## config.mk

```make
export PLATFORM = sky130hd
export DESIGN_NAME = bfm_format_conv_arbiter_flat
export DESIGN_NICKNAME = d
export VERILOG_FILES = /design/src/rtl/bfm_format_conv_arbiter_if.sv /design/src/rtl/bfm_format_conv_arbiter.sv /design/src/flat_wrapper.sv
export SDC_FILE = /design/constraint.sdc
export NUM_CORES = 1
export LEC_CHECK = 0
export ABC_AREA = 1
export BUFFER_PORTS_ARGS = -buffer_cell sky130_fd_sc_hd__buf_2
export CAP_MARGIN = 20
export CORE_MARGIN = 2
export CORE_UTILIZATION = 45
export CTS_CLUSTER_DIAMETER = 100
export DETAILED_ROUTE_END_ITERATION = 8
export PLACE_DENSITY = 0.7
export SETUP_SLACK_MARGIN = 0.3
export SLEW_MARGIN = 20
export SYNTH_ARGS = -nofsm -noshare
export SYNTH_HDL_FRONTEND = slang
export SYNTH_SLANG_ARGS = --single-unit
export TNS_END_PERCENT = 100
```

## constraint.sdc

```tcl
create_clock -name clk -period 4.15 [get_ports clk]
set_input_delay 0.2075 -clock clk [delete_from_list [all_inputs] [get_ports clk]]
set_output_delay 0.2075 -clock clk [all_outputs]
set_load 0.1 [all_outputs]
```

## src/rtl/bfm_format_conv_arbiter_if.sv

```systemverilog
// Port bundle for bfm_format_conv_arbiter: requester side, converter side,
// output stream, flush handshake and status.
`ifndef MATCH_TABLE_WIDTH
`define MATCH_TABLE_WIDTH 32
`endif

interface bfm_format_conv_arbiter_if #(
    parameter int C_NUM_REQ    = 4,
    parameter int C_DATA_WIDTH = `MATCH_TABLE_WIDTH,
    parameter int C_ID_WIDTH   = $clog2(C_NUM_REQ)
);
    logic [C_NUM_REQ-1:0]              s_req_valid;
    logic [C_NUM_REQ*C_DATA_WIDTH-1:0] s_req_data;
    logic [C_NUM_REQ-1:0]              s_req_ready;
    logic                              conv_tvalid;
    logic [C_DATA_WIDTH-1:0]           conv_tdata;
    logic                              conv_result_tvalid;
    logic [C_DATA_WIDTH-1:0]           conv_result_tdata;
    logic                              m_axis_tvalid;
    logic [C_DATA_WIDTH-1:0]           m_axis_tdata;
    logic [C_ID_WIDTH-1:0]             m_axis_tid;
    logic                              m_axis_tready;
    logic                              flush_req;
    logic                              flush_done;
    logic                              err_orphan;
    logic [C_NUM_REQ*32-1:0]           stat_grant_cnt;

    modport slave (
        input  s_req_valid, s_req_data, conv_result_tvalid, conv_result_tdata,
               m_axis_tready, flush_req,
        output s_req_ready, conv_tvalid, conv_tdata, m_axis_tvalid, m_axis_tdata,
               m_axis_tid, flush_done, err_orphan, stat_grant_cnt
    );

    modport master (
        output s_req_valid, s_req_data, conv_result_tvalid, conv_result_tdata,
               m_axis_tready, flush_req,
        input  s_req_ready, conv_tvalid, conv_tdata, m_axis_tvalid, m_axis_tdata,
               m_axis_tid, flush_done, err_orphan, stat_grant_cnt
    );
endinterface

```

## src/rtl/bfm_format_conv_arbiter.sv

```systemverilog
// Round-robin sharing of one fixed-latency, non-stallable converter among C_NUM_REQ
// requesters, with credit-guarded output FIFO. Optional grant counters: BFM_CONV_ARB_STATS_EN.
`ifndef MATCH_TABLE_WIDTH
`define MATCH_TABLE_WIDTH 32
`endif

module bfm_format_conv_arbiter #(
    parameter int C_NUM_REQ      = 4,
    parameter int C_DATA_WIDTH   = `MATCH_TABLE_WIDTH,
    parameter int C_CONV_LATENCY = 6,
    parameter int C_FIFO_DEPTH   = 16,
    parameter int C_ID_WIDTH     = $clog2(C_NUM_REQ)
) (
    input  logic                    clk,
    input  logic                    rst,
    bfm_format_conv_arbiter_if.slave bus
);
    localparam int TAG_DEPTH = C_CONV_LATENCY + 2;
    localparam int TAG_AW    = $clog2(TAG_DEPTH);
    localparam int FIFO_AW   = $clog2(C_FIFO_DEPTH);
    localparam int OCC_W     = $clog2(C_FIFO_DEPTH + TAG_DEPTH + 1);
    localparam int Q_W       = $clog2(C_CONV_LATENCY + 1);

    typedef enum logic [1:0] {ST_QUIESCE, ST_RUN, ST_DRAIN, ST_DONE} state_t;

    typedef struct packed {
        logic [C_ID_WIDTH-1:0]   id;
        logic [C_DATA_WIDTH-1:0] data;
    } entry_t;

    state_t                  state, state_next;
    logic [Q_W-1:0]          q_cnt;

    logic [C_ID_WIDTH-1:0]   rr_ptr, grant_idx;
    logic [C_NUM_REQ-1:0]    grant;
    logic                    grant_any, grant_en;

    logic                    conv_valid_q;
    logic [C_DATA_WIDTH-1:0] conv_data_q;

    logic [C_ID_WIDTH-1:0]   tag_mem [TAG_DEPTH];
    logic [TAG_AW-1:0]       tag_wr, tag_rd;
    logic [TAG_AW:0]         inflight;

    entry_t                  out_mem [C_FIFO_DEPTH];
    logic [FIFO_AW-1:0]      out_wr, out_rd;
    logic [FIFO_AW:0]        out_count;
    logic                    out_valid, out_pop;

    logic                    result_live, result_accept, result_orphan, err_q;
    logic [OCC_W-1:0]        occupancy;

    function automatic logic [C_ID_WIDTH-1:0] rr_wrap(input int base, input int off);
        int s;
        s = base + off;
        if (s >= C_NUM_REQ) s = s - C_NUM_REQ;
        return C_ID_WIDTH'(s);
    endfunction

    function automatic logic [TAG_AW-1:0] tag_next(input logic [TAG_AW-1:0] p);
        return (p == TAG_AW'(TAG_DEPTH - 1)) ? '0 : p + 1'b1;
    endfunction

    // Every in-flight entry owns a reserved output-FIFO slot, since the converter cannot stall.
    assign occupancy = OCC_W'(inflight) + OCC_W'(out_count);
    assign grant_en  = (state == ST_RUN) && !rst && !bus.flush_req &&
                       (occupancy < OCC_W'(C_FIFO_DEPTH));

    // NOTE: every output of a combinational block gets a default first so no latch is inferred.
    always_comb begin
        grant     = '0;
        grant_idx = '0;
        grant_any = 1'b0;
        for (int k = 0; k < C_NUM_REQ; k++) begin
            if (grant_en && !grant_any && bus.s_req_valid[rr_wrap(int'(rr_ptr), k)]) begin
                grant_idx        = rr_wrap(int'(rr_ptr), k);
                grant[grant_idx] = 1'b1;
                grant_any        = 1'b1;
            end
        end
    end

    // NOTE: sequential state uses non-blocking assignments; reset is synchronous, active-high.
    always_ff @(posedge clk) begin
        if (rst) begin
            rr_ptr       <= '0;
            conv_valid_q <= 1'b0;
            conv_data_q  <= '0;
        end else begin
            conv_valid_q <= grant_any;
            if (grant_any) begin
                rr_ptr      <= rr_wrap(int'(grant_idx), 1);
                conv_data_q <= bus.s_req_data[int'(grant_idx)*C_DATA_WIDTH +: C_DATA_WIDTH];
            end
        end
    end

    // Results seen while quiescing belong to work issued before reset.
    assign result_live   = bus.conv_result_tvalid && (state != ST_QUIESCE);
    assign result_accept = result_live && (inflight != '0);
    assign result_orphan = result_live && (inflight == '0);

    // NOTE: storage arrays are not reset; pointers and counts alone define what is valid.
    always_ff @(posedge clk) begin
        if (grant_any) tag_mem[tag_wr] <= grant_idx;
        if (result_accept) out_mem[out_wr] <= '{id: tag_mem[tag_rd], data: bus.conv_result_tdata};
    end

    always_ff @(posedge clk) begin
        if (rst) begin
            tag_wr   <= '0;
            tag_rd   <= '0;
            inflight <= '0;
        end else begin
            if (grant_any)     tag_wr <= tag_next(tag_wr);
            if (result_accept) tag_rd <= tag_next(tag_rd);
            case ({grant_any, result_accept})
                2'b10:   inflight <= inflight + 1'b1;
                2'b01:   inflight <= inflight - 1'b1;
                default: ;
            endcase
        end
    end

    assign out_valid = (out_count != '0);
    assign out_pop   = out_valid && bus.m_axis_tready;

    always_ff @(posedge clk) begin
        if (rst) begin
            out_wr    <= '0;
            out_rd    <= '0;
            out_count <= '0;
        end else begin
            if (result_accept) out_wr <= out_wr + 1'b1;
            if (out_pop)       out_rd <= out_rd + 1'b1;
            case ({result_accept, out_pop})
                2'b10:   out_count <= out_count + 1'b1;
                2'b01:   out_count <= out_count - 1'b1;
                default: ;
            endcase
        end
    end

    always_ff @(posedge clk) begin
        if (rst)                err_q <= 1'b0;
        else if (result_orphan) err_q <= 1'b1;
    end

    always_ff @(posedge clk) begin
        if (rst) begin
            state <= ST_QUIESCE;
            q_cnt <= '0;
        end else begin
            state <= state_next;
            q_cnt <= (state == ST_QUIESCE) ? q_cnt + 1'b1 : '0;
        end
    end

    always_comb begin
        state_next = state;
        case (state)
            ST_QUIESCE: if (q_cnt == Q_W'(C_CONV_LATENCY - 1)) state_next = ST_RUN;
            ST_RUN:     if (bus.flush_req) state_next = ST_DRAIN;
            ST_DRAIN:   if (occupancy == '0) state_next = ST_DONE;
            ST_DONE:    state_next = ST_RUN;
            default:    state_next = ST_QUIESCE;
        endcase
    end

`ifdef BFM_CONV_ARB_STATS_EN
    logic [31:0] grant_cnt [C_NUM_REQ];

    always_ff @(posedge clk) begin
        if (rst) begin
            for (int i = 0; i < C_NUM_REQ; i++) grant_cnt[i] <= '0;
        end else if (grant_any) begin
            grant_cnt[grant_idx] <= grant_cnt[grant_idx] + 32'd1;
        end
    end

    for (genvar i = 0; i < C_NUM_REQ; i++) begin : g_stat
        assign bus.stat_grant_cnt[i*32 +: 32] = grant_cnt[i];
    end
`else
    assign bus.stat_grant_cnt = '0;
`endif

    assign bus.s_req_ready   = grant;
    assign bus.conv_tvalid   = conv_valid_q;
    assign bus.conv_tdata    = conv_data_q;
    assign bus.m_axis_tvalid = out_valid;
    assign bus.m_axis_tdata  = out_valid ? out_mem[out_rd].data : '0;
    assign bus.m_axis_tid    = out_valid ? out_mem[out_rd].id : '0;
    assign bus.flush_done    = (state == ST_DONE);
    assign bus.err_orphan    = err_q;
endmodule
```

## src/flat_wrapper.sv

```systemverilog
// flat-port wrapper written by rule: the top's interface ports become plain ports
module bfm_format_conv_arbiter_flat 
#(
    parameter int C_NUM_REQ      = 4,
    parameter int C_DATA_WIDTH   = `MATCH_TABLE_WIDTH,
    parameter int C_CONV_LATENCY = 6,
    parameter int C_FIFO_DEPTH   = 16,
    parameter int C_ID_WIDTH     = $clog2(C_NUM_REQ)
)
  (clk, rst, bus_s_req_valid, bus_s_req_data, bus_conv_result_tvalid, bus_conv_result_tdata, bus_m_axis_tready, bus_flush_req, bus_s_req_ready, bus_conv_tvalid, bus_conv_tdata, bus_m_axis_tvalid, bus_m_axis_tdata, bus_m_axis_tid, bus_flush_done, bus_err_orphan, bus_stat_grant_cnt);
  bfm_format_conv_arbiter_if #(.C_NUM_REQ(C_NUM_REQ), .C_DATA_WIDTH(C_DATA_WIDTH), .C_ID_WIDTH(C_ID_WIDTH)) bus_i ();
  input  logic clk;
  input  logic rst;
  input wire logic [$bits(bus_i.s_req_valid)-1:0] bus_s_req_valid;
  input wire logic [$bits(bus_i.s_req_data)-1:0] bus_s_req_data;
  input wire logic [$bits(bus_i.conv_result_tvalid)-1:0] bus_conv_result_tvalid;
  input wire logic [$bits(bus_i.conv_result_tdata)-1:0] bus_conv_result_tdata;
  input wire logic [$bits(bus_i.m_axis_tready)-1:0] bus_m_axis_tready;
  input wire logic [$bits(bus_i.flush_req)-1:0] bus_flush_req;
  output wire logic [$bits(bus_i.s_req_ready)-1:0] bus_s_req_ready;
  output wire logic [$bits(bus_i.conv_tvalid)-1:0] bus_conv_tvalid;
  output wire logic [$bits(bus_i.conv_tdata)-1:0] bus_conv_tdata;
  output wire logic [$bits(bus_i.m_axis_tvalid)-1:0] bus_m_axis_tvalid;
  output wire logic [$bits(bus_i.m_axis_tdata)-1:0] bus_m_axis_tdata;
  output wire logic [$bits(bus_i.m_axis_tid)-1:0] bus_m_axis_tid;
  output wire logic [$bits(bus_i.flush_done)-1:0] bus_flush_done;
  output wire logic [$bits(bus_i.err_orphan)-1:0] bus_err_orphan;
  output wire logic [$bits(bus_i.stat_grant_cnt)-1:0] bus_stat_grant_cnt;
  assign bus_i.s_req_valid = bus_s_req_valid;
  assign bus_i.s_req_data = bus_s_req_data;
  assign bus_i.conv_result_tvalid = bus_conv_result_tvalid;
  assign bus_i.conv_result_tdata = bus_conv_result_tdata;
  assign bus_i.m_axis_tready = bus_m_axis_tready;
  assign bus_i.flush_req = bus_flush_req;
  assign bus_s_req_ready = bus_i.s_req_ready;
  assign bus_conv_tvalid = bus_i.conv_tvalid;
  assign bus_conv_tdata = bus_i.conv_tdata;
  assign bus_m_axis_tvalid = bus_i.m_axis_tvalid;
  assign bus_m_axis_tdata = bus_i.m_axis_tdata;
  assign bus_m_axis_tid = bus_i.m_axis_tid;
  assign bus_flush_done = bus_i.flush_done;
  assign bus_err_orphan = bus_i.err_orphan;
  assign bus_stat_grant_cnt = bus_i.stat_grant_cnt;
  bfm_format_conv_arbiter #(.C_NUM_REQ(C_NUM_REQ), .C_DATA_WIDTH(C_DATA_WIDTH), .C_CONV_LATENCY(C_CONV_LATENCY), .C_FIFO_DEPTH(C_FIFO_DEPTH), .C_ID_WIDTH(C_ID_WIDTH)) u_core (.clk(clk), .rst(rst), .bus(bus_i));
endmodule
```

After elaboration in Yosys (flattened, before gate mapping)
Memory sizes are Yosys's and may differ from the RTL's. A register that Yosys moved wholly into a read port is not among the register bits.
Cells that the tools add are included.
Storage, ports and cells
  flip-flop bits (word level): 64
  RAM bits: 560
  input port bits: 169
  output and inout bits: 202
  memories kept: 2
Memory list
  u_core.out_mem: words 16, width 34, read ports 1, clocked after Yosys merged registers in 1, wr ports 1, line bfm_format_conv_arbiter.sv:45  | entry_t out_mem [C_FIFO_DEPTH];
  u_core.tag_mem: words 8, width 2, read ports 1, clocked after Yosys merged registers in 1, wr ports 1, line bfm_format_conv_arbiter.sv:41  | logic [C_ID_WIDTH-1:0] tag_mem [TAG_DEPTH];
Operators by class
  $add $sub $neg: 19
  magnitude comparators: 18
  eq/ne operators: 13
  shift-type cells: 1
  mux-type cells: 55
  bitwise operators: 4
  reduce and logical (&&, ||, !) cells: 33
Operators with widths (number)
  128-bit by 8-bit indexed part select with 32-bit output: 1
  2-bit 2-to-1 mux: 17
  32-bit 2-to-1 mux: 1
  2-bit by 3-bit < comparator with 1-bit output (second input constant): 8
  4-bit 2-to-1 mux: 6
  1-bit logical AND: 18
  1-bit 2-to-1 mux: 16
  4-bit by 1-bit adder with 4-bit output (second input constant): 3
  3-bit greater-or-equal comparator (second input constant): 4
  3-bit 2-to-1 mux: 4
  4-bit bitwise OR: 3
  5-bit case mux with 2 select lines: 1
  2-bit by 1-bit subtractor with 2-bit output (second input constant): 5
  3-bit by 1-bit adder with 3-bit output (second input constant): 3
  3-bit equality test (second input constant): 3
  1-bit binary-select mux with 2-bit select: 4
  1-bit demux with 2-bit select: 4
  2-bit equality test (second input constant): 4
  2-bit by 1-bit greater-or-equal comparator with 1-bit output (second input constant): 4
  2-bit case mux with 4 select lines: 1
  4-bit case mux with 2 select lines: 1
  2-bit by 1-bit adder with 3-bit output (second input constant): 2
  2-bit by 2-bit adder with 3-bit output (second input constant): 2
  2-bit by 1-bit equality test with 1-bit output (second input constant): 3
  other kinds (18): 25

Logic depth before layout (Yosys ltp)
Gate-level depths: netlist of run 1.
  word-level depth: 24
  depth in mapped cells: 20
  depth with buffers taken out: 19

Least setup slack after synthesis of run 1
Ideal clock, no wire load.
  path type: flip-flop to output port
  from: register u_core.out_count[0]
  to: output port bus_s_req_ready[0]
  arrival time: 3.741 ns
  data required time: 3.943 ns
  slack: 0.201 ns
  stages on the path, launching flop included: 10
  path buffers: 0
  cell sequence: dfxtp_1 > ha_1 > fa_1 > nand2_1 > nand2_1 > nand3_1 > nand3_1 > nor2_1 > nand3_2 > o21ai_0
On the way
  longest elaborated chain between the ends: 17
Ends and longest elaborated chain
  start: declaration: line bfm_format_conv_arbiter.sv:47  | logic [FIFO_AW:0] out_count;
  start signal: assignment: line bfm_format_conv_arbiter.sv:137  | 2'b10: out_count <= out_count + 1'b1;
  start signal: assignment: line bfm_format_conv_arbiter.sv:138  | 2'b01: out_count <= out_count - 1'b1;
  4-bit by 5-bit adder with 5-bit output *: line bfm_format_conv_arbiter.sv:65  | assign occupancy = OCC_W'(inflight) + OCC_W'(out_count);
  5-bit < comparator *: line bfm_format_conv_arbiter.sv:67  | (occupancy < OCC_W'(C_FIFO_DEPTH));
  1-bit logical AND *: line bfm_format_conv_arbiter.sv:66  | assign grant_en = (state == ST_RUN) && !rst && !bus.flush_req &&
  1-bit logical AND: line bfm_format_conv_arbiter.sv:75  | if (grant_en && !grant_any && bus.s_req_valid[rr_wrap(int'(rr_ptr), k)]) begin
  1-bit 2-to-1 mux: line bfm_format_conv_arbiter.sv:75
  1-bit zero test: line bfm_format_conv_arbiter.sv:75
  1-bit logical AND (2 in series): line bfm_format_conv_arbiter.sv:75
  1-bit 2-to-1 mux: line bfm_format_conv_arbiter.sv:75
  1-bit zero test: line bfm_format_conv_arbiter.sv:75
  1-bit logical AND (2 in series): line bfm_format_conv_arbiter.sv:75
  1-bit 2-to-1 mux: line bfm_format_conv_arbiter.sv:75
  1-bit zero test: line bfm_format_conv_arbiter.sv:75
  1-bit logical AND (2 in series): line bfm_format_conv_arbiter.sv:75
  4-bit 2-to-1 mux *: line bfm_format_conv_arbiter.sv:75
  end: declaration: line flat_wrapper.sv:20  | output wire logic [$bits(bus_i.s_req_ready)-1:0] bus_s_req_ready;
Mark *: on every way between the ends. The rest lies on a longest branch, timed or not.

==> results of run 1 <==
-- final cells by class --
cell class | instances | area (um2)
Inverter | 200 | 757
Tap cell | 790 | 988
Clock inverter | 34 | 298
Multi-Input combinational cell | 1540 | 7800
Sequential cell | 631 | 18200
Clock buffer | 85 | 1740
Timing Repair Buffer | 363 | 2400
Fill cell | 5200 | 29200
-- registers in the layout, summed over array words and instances, names as in the netlist, named ones only --
name                    count
u_core.out_mem            544
u_core.bus.conv_tdata      32
u_core.tag_mem             16
u_core.out_count            5
u_core.inflight             4
u_core.out_rd               4
u_core.out_wr               4
u_core.q_cnt                3
u_core.tag_rd               3
u_core.tag_wr               3
u_core.rr_ptr               2
u_core.state                2
u_core.bus.conv_tvalid      1
u_core.bus.err_orphan       1
-- what timing repair did --
| action | CTS | global route |
|---|---|---|
| endpoints found under the hold margin | 551 | 0 |
| setup endpoints to repair | 0 | 12 |
| gates resized for setup | 0 | 3 |
| hold buffers | 70 | 0 |
| buffers inserted | 0 | 1 |
-- how the worst min path moves through the flow --
stage / startpoint / end / slack (ns) / cells past startpoint
after floorplan: bus_conv_result_tdata[0] / u_core.out_mem[0][0] / 0.31 / 0
after global placement: u_core.q_cnt[0] / u_core.q_cnt[0] / 0.43 / 1
after detailed placement: u_core.q_cnt[0] / u_core.q_cnt[0] / 0.45 / 1
after CTS: bus_s_req_data[124] / u_core.bus.conv_tdata[28] / 0.00005 / 7
after global routing: bus_s_req_data[95] / u_core.bus.conv_tdata[31] / 0.01 / 7
final: bus_s_req_data[77] / u_core.bus.conv_tdata[13] / 0.02 / 7
-- stage by stage --
stage / area, um2 / total power, mW / hold slack [ns]
CTS: 32200 / 21.8 / 0.0000528
floorplan: 28400 / 14.4 / 0.306
global placement: 29500 / 16.0 / 0.429
global route: 32200 / 22.8 / 0.0132
finish: 32200 / 21.9 / 0.0229
detailed placement: 29500 / 16.2 / 0.448
-- layer usage --
| layer | part of all wire [%] | routed length, um | vias up | track usage, % |
|---|---|---|---|---|
| met5 | 0.075 | 55 | - | 0 |
| met4 | 3.4 | 2520 | 8 | 8.05 |
| met3 | 8.4 | 6220 | 181 | 4.50 |
| met2 | 50 | 37000 | 1040 | 39.6 |
| met1 | 38 | 28000 | 9916 | 27.1 |
| li1 | - | - | 9296 | - |
-- kinds of logic after synthesis --
logic type / synth area share, %
compound gates: 11.7
xor+xnor: 0.251
fa+ha+maj: 1.49
buf+inv: 8.87
flops: 65.4
other cells: 0.0134
simple gates: 12.3
-- worst register-to-register path, delay by kind of cell (launching register included) --
| kind | cells | cell delay [ns] |
|---|---|---|
| AND/OR/NAND/NOR | 12 | 1.35 |
| buffers and inverters | 3 | 1.14 |
| adder cells (fa/ha/maj) | 2 | 0.65 |
| flip-flops | 1 | 0.33 |
-- cell usage in the layout (no fill, tap or decap), drive strengths merged, types with 2 or more instances in the layout --
cell type and instances:
xor2 3, nor3 2, conb 128, xnor2 5
ha 30, buf 293, a221oi 4, dfxtp 71
edfxtp 560, bufinv 2, o221ai 110, dlygate4sd3 70
fa 2, clkbuf 85, nand2 191, clkinv 30
inv 201, o22ai 28, nor2 368, nand3 244
a31oi 3, nand4 8, o21ai 351, a211oi 2
a21oi 58
-- power by group through the flow --
stage	combinational (mW)	clock, mW	sequential (mW)
after floorplan	6.18	0	8.25
after global placement	8.34	0	7.66
after detailed placement	8.51	0	7.68
after CTS	8.62	5.68	7.55
after global routing	9.32	5.93	7.55
final	8.74	5.60	7.53
==> qor.csv, run 1 <==
stage,metric,value,unit
clocking,Root Driver,clkbuf_16,
power,Leakage Power,12.5,nW
synth,dominant cell by count in the synthesized netlist,edfxtp_1,
clocking,H-Tree Depth,3,
layout,Final Instance Count excl. Fillers,3643,
setup_path,Worst Setup Path Type,reg2out,
detailed_routing,drt pass-1 iters,6,
detailed_routing,DR WL/cell,20.3,um
timing,Tmin final,3.55,ns
synth,yosys warns,0,
layout,Final #Nets,3003,
global_route,first-pass GRT wire length,111000,um
layout,layout cells sized above 1,14.8,%
die,Initial Util,45.4,%
clocking,clock latency on the worst-skew pair,0.61,ns
die,Die W,253,um
setup_path,CP top delay family,buffers and inverters,
setup_path,"Data arrival, critical path",3.34,ns
power,sw power,9.63,mW
clocking,Worst-path clk slew,0.06,ns
synth,Post-Syn Area per Cell,11.0,um2
layout,post-layout util,52.4,%
synth,Synth top area share,60.3,%
detailed_routing,Vias/cell,5.61,
outcome,status,completed,
power,combinational power share,40.0,%
global_route,"Remaining Overflow, GRT",0,
synth,cell count after synthesis,2531,
synth,distinct cell type count after synthesis,36,
synth,Synth Flop Type,edfxtp_1,
detailed_routing,routed vias,20441,
die,DIE AREA,64000,um2
setup_path,worst-path fanout max,51,
place,post-DP HPWL,40800,um
clocking,CTS tree,done,
die,DIE HEIGHT,253,um
global_route,initial antenna violation count,4,
timing,final period utilization,85.5,%
layout,area grow syn2layout,15.6,%
setup_path,Worst path depth,6,
setup_path,R2R Path End,u_core.bus.conv_tdata[24],
clocking,clock buffer depth,3,
job,MaxCap Viol Count,0,
clocking,Inserted Clock Buffers,66,
setup_path,reg2reg path depth,17,
place,post-placement cell count,3453,
setup_path,CP endpoint,bus_m_axis_tid[1],
synth,sequential area share after synthesis,65.4,%
setup_path,CP Buf/Inv Count,2,
timing,final setup fails,0,
synth,Area contributors post-synth,"edfxtp_1, o21ai_0, dfxtp_1, nor2_1, nand3_1",
setup_path,crit end category,output port,
detailed_routing,final WL,73800,um
die,I/O pin count,371,
global_route,Tot GR Track Use,22.4,%
global_route,vias in the first global route,19891,
setup_path,CP Launch Type,flip-flop,
die,CORE AREA,61500,um2
timing,slew margin rel.,35.6,%
power,sequential share of power,34.4,%
synth,Post-synth EDFFs,560,
timing,Slew Limit Fails,0,
timing,setup tns final,0,ns
timing,Final Hold Fails,0,
clocking,clk sinks,631,
place,GPL Wtd Cong,0.931,
detailed_routing,DRT iter0 DRCs,1807,
global_route,largest net degree at the start of global routing,97,
setup_path,Critical Path Max Stage Delay,0.70,ns
timing,Clock Skew,0.0289,ns
power,Switching Fraction,44.1,%
die,Rows,91,
hold_path,Worst Hold Class,in2reg,
setup_path,r2r setup slk,0.62,ns
synth,#FFs+latches synth,631,
place,post-place setup slack,0.928,ns
power,maximum vdd drop,0.000509,V
synth,async set-reset flop share out of synthesis,0,%
timing,FMAX,0.282,GHz
detailed_routing,ANT nets after route,0,
timing,fin worst setup slack,0.600,ns
timing,worst slew pin tran,0.966,ns
place,I/O Buffers,242,
synth,Post-Syn Area,27900,um2
setup_path,CP cell instances,buf_4 -> o21ai_0 -> o221ai_1 -> nand3_1 -> a21oi_1 -> buf_2,
synth,most frequent cells after synthesis,"edfxtp_1, nor2_1, o21ai_0",
detailed_routing,DRC,0,
layout,# diodes,0,
setup_path,Worst R2R Start,u_core.out_count[0],
setup_path,Crit-path slowest cell,dfxtp_4,
power,Clk pwr share,25.6,%
synth,Synth area leader,edfxtp_1,
setup_path,CP Data Required Time,3.94,ns
power,Pint,12.2,mW
power,Power Density,678,nW/um2
timing,RSZ-0062 raised after global routing,no,
No activity file was read; power rests on OpenSTA's default activity.
==> inputs of run 2 (changes only) <==
--- a/config.mk
+++ b/config.mk
@@ -9,10 +9,10 @@
 export BUFFER_PORTS_ARGS = -buffer_cell sky130_fd_sc_hd__buf_2
 export CAP_MARGIN = 20
 export CORE_MARGIN = 2
-export CORE_UTILIZATION = 45
+export CORE_UTILIZATION = 55
 export CTS_CLUSTER_DIAMETER = 100
 export DETAILED_ROUTE_END_ITERATION = 8
-export PLACE_DENSITY = 0.7
+export PLACE_DENSITY = 0.88
 export SETUP_SLACK_MARGIN = 0.3
 export SLEW_MARGIN = 20
 export SYNTH_ARGS = -nofsm -noshare
==> run 2 against run 1 <==
Sequential power about the same. Global-route usage increased by 4.4 points. Flip-flop and latch count unchanged. Combinational power increased by 0.9%. Clock skew increased by 0.021 ns. Utilization increased by 12 points. Critical path depth increased by 4. Power decreased by 0.56%. Non-clock buffer count increased by 6. Critical path type unchanged. Critical endpoint is now bus_m_axis_tdata[13]. Largest cell class unchanged.
==> qor.csv, run 2 (synthesized netlist as in run 1, its figures left out) <==
stage,metric,value,unit
place,post-place setup slack,0.892,ns
detailed_routing,Vias/cell,6.02,
timing,Final Hold Fails,0,
global_route,largest net degree at the start of global routing,121,
clocking,Inserted Clock Buffers,60,
power,maximum vdd drop,0.000441,V
setup_path,CP endpoint,bus_m_axis_tdata[13],
setup_path,CP Data Required Time,3.94,ns
timing,final setup fails,0,
clocking,clk sinks,631,
clocking,Root Driver,clkbuf_16,
timing,Slew Limit Fails,0,
hold_path,Worst Hold Class,in2reg,
place,I/O Buffers,242,
power,Pint,12.1,mW
setup_path,Crit-path slowest cell,dfxtp_4,
timing,slew margin rel.,33.1,%
die,Rows,82,
setup_path,Worst path depth,10,
setup_path,CP cell instances,buf_16 -> inv_2 -> buf_4 -> o21ai_0 -> o22ai_1 -> nor2_1 -> nor2_1 -> o21ai_0 -> a21oi_1 -> clkbuf_4,
power,Switching Fraction,44.4,%
layout,max reg flops,544,
place,area post-placement,29200,um2
layout,"commonest non-fill, non-tap cells in the layout","edfxtp_1, nor2_1, o21ai_0",
setup_path,worst-path fanout max,68,
power,Clk pwr share,24.6,%
global_route,initial antenna violation count,2,
job,MaxCap Viol Count,0,
timing,Clock Skew,0.0504,ns
timing,Tmin final,3.86,ns
power,combinational power share,40.6,%
clocking,clock buffer depth,3,
detailed_routing,ANT nets after route,0,
global_route,vias in the first global route,20784,
place,GPL Wtd Cong,0.938,
global_route,Tot GR Track Use,26.8,%
setup_path,crit end category,output port,
timing,RSZ-0062 raised after global routing,yes,
layout,post-route cell area,32100,um2
setup_path,R2R Path End,u_core.bus.conv_tdata[18],
detailed_routing,drt pass-1 iters,7,
clocking,Worst-path clk slew,0.06,ns
detailed_routing,DR WL/cell,20.8,um
power,Leakage Power,12.4,nW
layout,Largest Register,u_core.out_mem,
timing,fin worst setup slack,0.291,ns
clocking,CTS tree,done,
outcome,status,completed,
layout,area grow syn2layout,14.9,%
layout,"most common cell after layout, fill and taps aside",edfxtp_1,
timing,setup tns final,0,ns
setup_path,"Data arrival, critical path",3.65,ns
layout,layout cells sized above 1,14.4,%
setup_path,r2r setup slk,0.60,ns
power,Power Density,678,nW/um2
detailed_routing,final WL,73300,um
timing,worst slew pin tran,1.00,ns
die,DIE AREA,52500,um2
clocking,clock latency on the worst-skew pair,0.63,ns
clocking,H-Tree Depth,2,
place,post-DP HPWL,39700,um
die,CORE AREA,50100,um2
layout,Final #Nets,3003,
power,sw power,9.65,mW
setup_path,Critical Path Max Stage Delay,0.49,ns
layout,post-layout util,64.0,%
die,Die W,229,um
setup_path,Worst Setup Path Type,reg2out,
die,I/O pin count,371,
die,DIE HEIGHT,229,um
global_route,first-pass GRT wire length,111000,um
power,sequential share of power,34.8,%
setup_path,Worst R2R Start,u_core.inflight[0],
setup_path,CP top delay family,buffers and inverters,
detailed_routing,DRT iter0 DRCs,2773,
timing,final period utilization,93.0,%
die,Initial Util,55.7,%
setup_path,CP Buf/Inv Count,4,
detailed_routing,DRC,0,
layout,Final Instance Count excl. Fillers,3525,
layout,filler instances,3410,
setup_path,CP Launch Type,flip-flop,
global_route,"Remaining Overflow, GRT",0,
place,post-placement cell count,3328,
setup_path,reg2reg path depth,16,
timing,FMAX,0.259,GHz
detailed_routing,routed vias,21203,
==> run 2: metal layers <==
metal	vias to the layer above	share of wire [%]	track usage [%]
met5	-	0	0
met4	0	4.8	13.0
met3	308	12	5.48
met2	1754	50	46.5
met1	9862	34	31.9
li1	9279	-	-
==> run 2: worst register-to-register path, cell delays in order (launching register included) <==
cell and delay [ns]:
dfxtp_1 0.34, ha_1 0.22, fa_1 0.43, nand2_1 0.09
nand2_1 0.05, nand3_1 0.08, nand3_1 0.16, nor2_1 0.25
nand4_1 0.21, nand2_2 0.57, nand2_1 0.13, nand2_1 0.12
dlygate4sd3_1 0.57, nand2_1 0.06, nand3_1 0.11, nand2_1 0.07
inv_1 0.05
==> run 2: metrics by stage <==
step	hold WS, ns	total power [mW]
final	0.0382	21.7
after floorplan	0.306	14.4
after detailed placement	0.444	16.1
after CTS	0.000894	21.5
after global placement	0.428	15.8
after global routing	0.0581	22.5
==> run 2: worst min path at each step <==
stage / from / end / slack (ns) / depth (start not counted)
2_1_floorplan: bus_conv_result_tdata[0] / u_core.out_mem[0][0] / 0.31 / 0
3_3_place_gp: u_core.q_cnt[0] / u_core.q_cnt[0] / 0.43 / 1
3_5_place_dp: u_core.q_cnt[0] / u_core.q_cnt[0] / 0.44 / 1
4_1_cts: bus_s_req_data[97] / u_core.bus.conv_tdata[1] / 0.0009 / 7
5_1_grt: bus_s_req_data[16] / u_core.bus.conv_tdata[16] / 0.06 / 7
6_report: bus_s_req_data[98] / u_core.bus.conv_tdata[2] / 0.04 / 7
==> run 2: cell type report <==
class                   count  area, um2  area share, %
diodes                      2       5.00         0.0156
clock buffers              71       1570           4.91
clock inverters            40        345           1.08
inverters                 200        764           2.38
multi-input cells        1540       7790           24.3
flip-flops and latches    631      18200           56.9
well taps                 672        841           2.62
repair buffers            369       2490           7.78
==> run 2: power by group through the flow <==
stage / Clock [mW] / Combinational (mW) / Sequential [mW]
after floorplan: 0 / 6.18 / 8.25
after global placement: 0 / 7.99 / 7.78
after detailed placement: 0 / 8.27 / 7.79
after CTS: 5.37 / 8.48 / 7.67
after global routing: 5.61 / 9.31 / 7.59
final: 5.36 / 8.82 / 7.56
==> run 2: repair_timing <==
action | 4_1_cts | 5_1_grt
endpoints found under the hold margin | 549 | 0
pin swaps | 0 | 0
gates resized for setup | 2 | 6
setup buffers | 0 | 1
setup endpoints to repair | 3 | 9
hold buffers | 82 | 0
==> inputs of run 3 (changes only) <==
--- a/config.mk
+++ b/config.mk
@@ -5,7 +5,6 @@
 export SDC_FILE = /design/constraint.sdc
 export NUM_CORES = 1
 export LEC_CHECK = 0
-export ABC_AREA = 1
 export BUFFER_PORTS_ARGS = -buffer_cell sky130_fd_sc_hd__buf_2
 export CAP_MARGIN = 20
 export CORE_MARGIN = 2
==> run 3 against run 2 <==
Count of clock-buffer cells in the layout rose by 6. Critical endpoint is now bus_s_req_ready[3]. First-iteration DRC count fell by 53%. Register-to-register slack improved by 0.05 ns. Die area fell by 4.3%. Clock skew fell by 0.029 ns. Highest routed layer unchanged. Via count fell by 29%. Worst setup slack improved by 0.26 ns.
==> qor.csv, run 3 <==
stage,metric,value,unit
outcome,status,completed,
clocking,clock buffer depth,3,
setup_path,CP top delay family,simple AND/OR/NAND/NOR gates,
detailed_routing,drt pass-1 iters,5,
die,Die W,224,um
timing,final setup fails,0,
die,CORE AREA,47800,um2
place,post-DP HPWL,38400,um
place,post-place setup slack,0.514,ns
layout,# diodes,0,
die,DIE AREA,50300,um2
power,Power Density,455,nW/um2
clocking,Inserted Clock Buffers,66,
setup_path,worst-path fanout max,8,
synth,dominant cell by count in the synthesized netlist,edfxtp_1,
synth,post-synthesis simple-gate area fraction,3.35,%
clocking,Worst-path clk slew,0.06,ns
global_route,initial antenna violation count,5,
die,Rows,80,
job,MaxCap Viol Count,0,
die,Initial Util,55.8,%
clocking,clk sinks,631,
layout,area grow syn2layout,20.0,%
layout,Largest Register,u_core.out_mem,
timing,slew margin rel.,37.1,%
synth,Post-Syn Area per Cell,19.0,um2
synth,xor/xnor share of the synthesized area,0.591,%
synth,main combinational cell family by area after synthesis,multiplexers,
setup_path,CP cell instances,inv_1 -> ha_1 -> mux4_2 -> nor2_1 -> and2_4 -> nor2b_2 -> a22oi_1 -> nand2_1 -> buf_4,
timing,setup tns final,0,ns
detailed_routing,routed vias,14993,
setup_path,CP Buf/Inv Count,2,
synth,Post-Syn Area,26700,um2
synth,Synth Flop Type,edfxtp_1,
setup_path,Worst Setup Path Type,reg2out,
global_route,"Remaining Overflow, GRT",0,
timing,worst hold margin,0.0174,ns
timing,Tmin final,3.60,ns
clocking,clock latency on the worst-skew pair,0.60,ns
hold_path,Worst Hold Class,in2reg,
setup_path,CP Launch Type,flip-flop,
detailed_routing,DRT iter0 DRCs,1317,
timing,fin worst setup slack,0.549,ns
setup_path,crit end category,output port,
layout,"commonest non-fill, non-tap cells in the layout","edfxtp_1, buf_2, mux4_2",
setup_path,Worst path depth,9,
layout,post-layout util,66.9,%
timing,Slew Limit Fails,0,
setup_path,CP Data Required Time,3.94,ns
power,maximum vdd drop,0.000323,V
timing,Clock Skew,0.0213,ns
timing,final period utilization,86.8,%
synth,async set-reset flop share out of synthesis,0,%
layout,max reg flops,544,
setup_path,reg2reg path depth,14,
timing,RSZ-0062 raised after global routing,no,
setup_path,Crit-path slowest cell,mux4_2,
layout,Final #Nets,2032,
synth,mux cell area share after synthesis,17.8,%
detailed_routing,DRC,0,
synth,Synth Area in Adders,1.56,%
place,I/O Buffers,242,
die,DIE HEIGHT,224,um
timing,FMAX,0.278,GHz
setup_path,"Data arrival, critical path",3.39,ns
global_route,first-pass GRT wire length,101000,um
synth,most frequent cells after synthesis,"edfxtp_1, mux4_2, buf_4",
place,post-placement cell count,2224,
die,I/O pin count,371,
clocking,Root Driver,clkbuf_16,
layout,layout cells sized above 1,33.1,%
layout,"most common cell after layout, fill and taps aside",edfxtp_1,
power,Leakage Power,11.5,nW
synth,Synth Area in Compound Gates,2.94,%
detailed_routing,DR WL/cell,28.0,um
global_route,largest net degree at the start of global routing,68,
layout,Final Instance Count excl. Fillers,2496,
hold_path,Min-Delay Path Depth,3,
timing,Final Hold Fails,0,
synth,Post-synth EDFFs,560,
synth,yosys warns,0,
detailed_routing,ANT nets after route,0,
place,GPL Wtd Cong,0.895,
synth,distinct cell type count after synthesis,50,
synth,Area contributors post-synth,"edfxtp_1, mux4_2, dfxtp_1, buf_4, mux2i_1",
synth,sequential area share after synthesis,68.4,%
clocking,CTS tree,done,
detailed_routing,Vias/cell,6.01,
synth,Synth area leader,edfxtp_1,
detailed_routing,final WL,69800,um
global_route,vias in the first global route,15845,
synth,#FFs+latches synth,631,
timing,worst slew pin tran,0.943,ns
synth,cell count after synthesis,1404,
setup_path,Critical Path Max Stage Delay,0.58,ns
synth,Synth top area share,63.0,%
clocking,H-Tree Depth,3,
global_route,Tot GR Track Use,27.9,%
==> run 3: changes by cell type after synthesis, moves of 80 or more <==
cell,previous run,this run
o21ai_0,348,5
nand3_1,242,0
inv_1,194,16
clkbuf_1,120,40
nor2_1,366,47
mux4_2,0,178
o221ai_1,110,3
nand2_1,186,51
==> run 3: area by class of cell <==
type | count | area [um2]
clock buffers | 77 | 1740
multi-input cells | 684 | 7630
flip-flops and latches | 631 | 18200
inverters | 19 | 71.3
well taps | 615 | 769
fillers | 2968 | 15800
repair buffers | 429 | 3120
clock inverters | 41 | 438
==> run 3: metal layers <==
| metal | GRT usage [%] | vias to the layer above | wire length (um) |
|---|---|---|---|
| met5 | 0 | - | 0 |
| met4 | 11.8 | 0 | 2970 |
| met3 | 6.11 | 171 | 5540 |
| met2 | 51.5 | 941 | 38000 |
| met1 | 31.1 | 7673 | 23200 |
| li1 | - | 6208 | - |
==> run 3: cells by family after synthesis <==
logic type,Yosys count
flip-flops,631
multiplexers,251
buffers and inverters,216
AND/OR/NAND/NOR,176
AO/OA/AOI/OAI,79
adder cells (fa/ha/maj),32
XOR/XNOR,18
other,1
==> run 3: timing repair <==
action                                  4_1_cts  5_1_grt
hold buffers                                153        0
gates resized for setup                       4        2
hold endpoints to repair                    525        0
setup buffers                                 0        1
endpoints found under the setup margin        4        5
==> run 3: where the power goes <==
part / leakage [nW] / internal (mW) / switching, mW
registers: 5.63 / 6.96 / 0.0513
clock network: 1.06 / 3.47 / 2.50
logic: 4.79 / 0.342 / 1.22
total: 11.5 / 10.8 / 3.78
==> run 3: path summary, 6_finish.rpt <==
check / startpoint / endpoint / slack (ns)
min: bus_s_req_data[23] / u_core.bus.conv_tdata[23] / 0.02
max: u_core.rr_ptr[1] / bus_s_req_ready[3] / 0.55
min reg2reg: u_core.bus.err_orphan / u_core.bus.err_orphan / 0.46
max reg2reg: u_core.inflight[0] / u_core.inflight[2] / 0.65
==> run 3: tightest hold or removal path, stage by stage <==
cell	delay (ns)
buf_2	0.12
mux2i_1	0.09
o221ai_2	0.15
==> run 3: per-stage QoR <==
| step | instance area [um2] | power, mW |
|---|---|---|
| final | 32000 | 14.6 |
| after global routing | 32000 | 14.9 |
| after CTS | 32000 | 14.6 |
| after detailed placement | 28300 | 8.57 |
| after global placement | 28300 | 8.53 |
| after floorplan | 27200 | 8.39 |
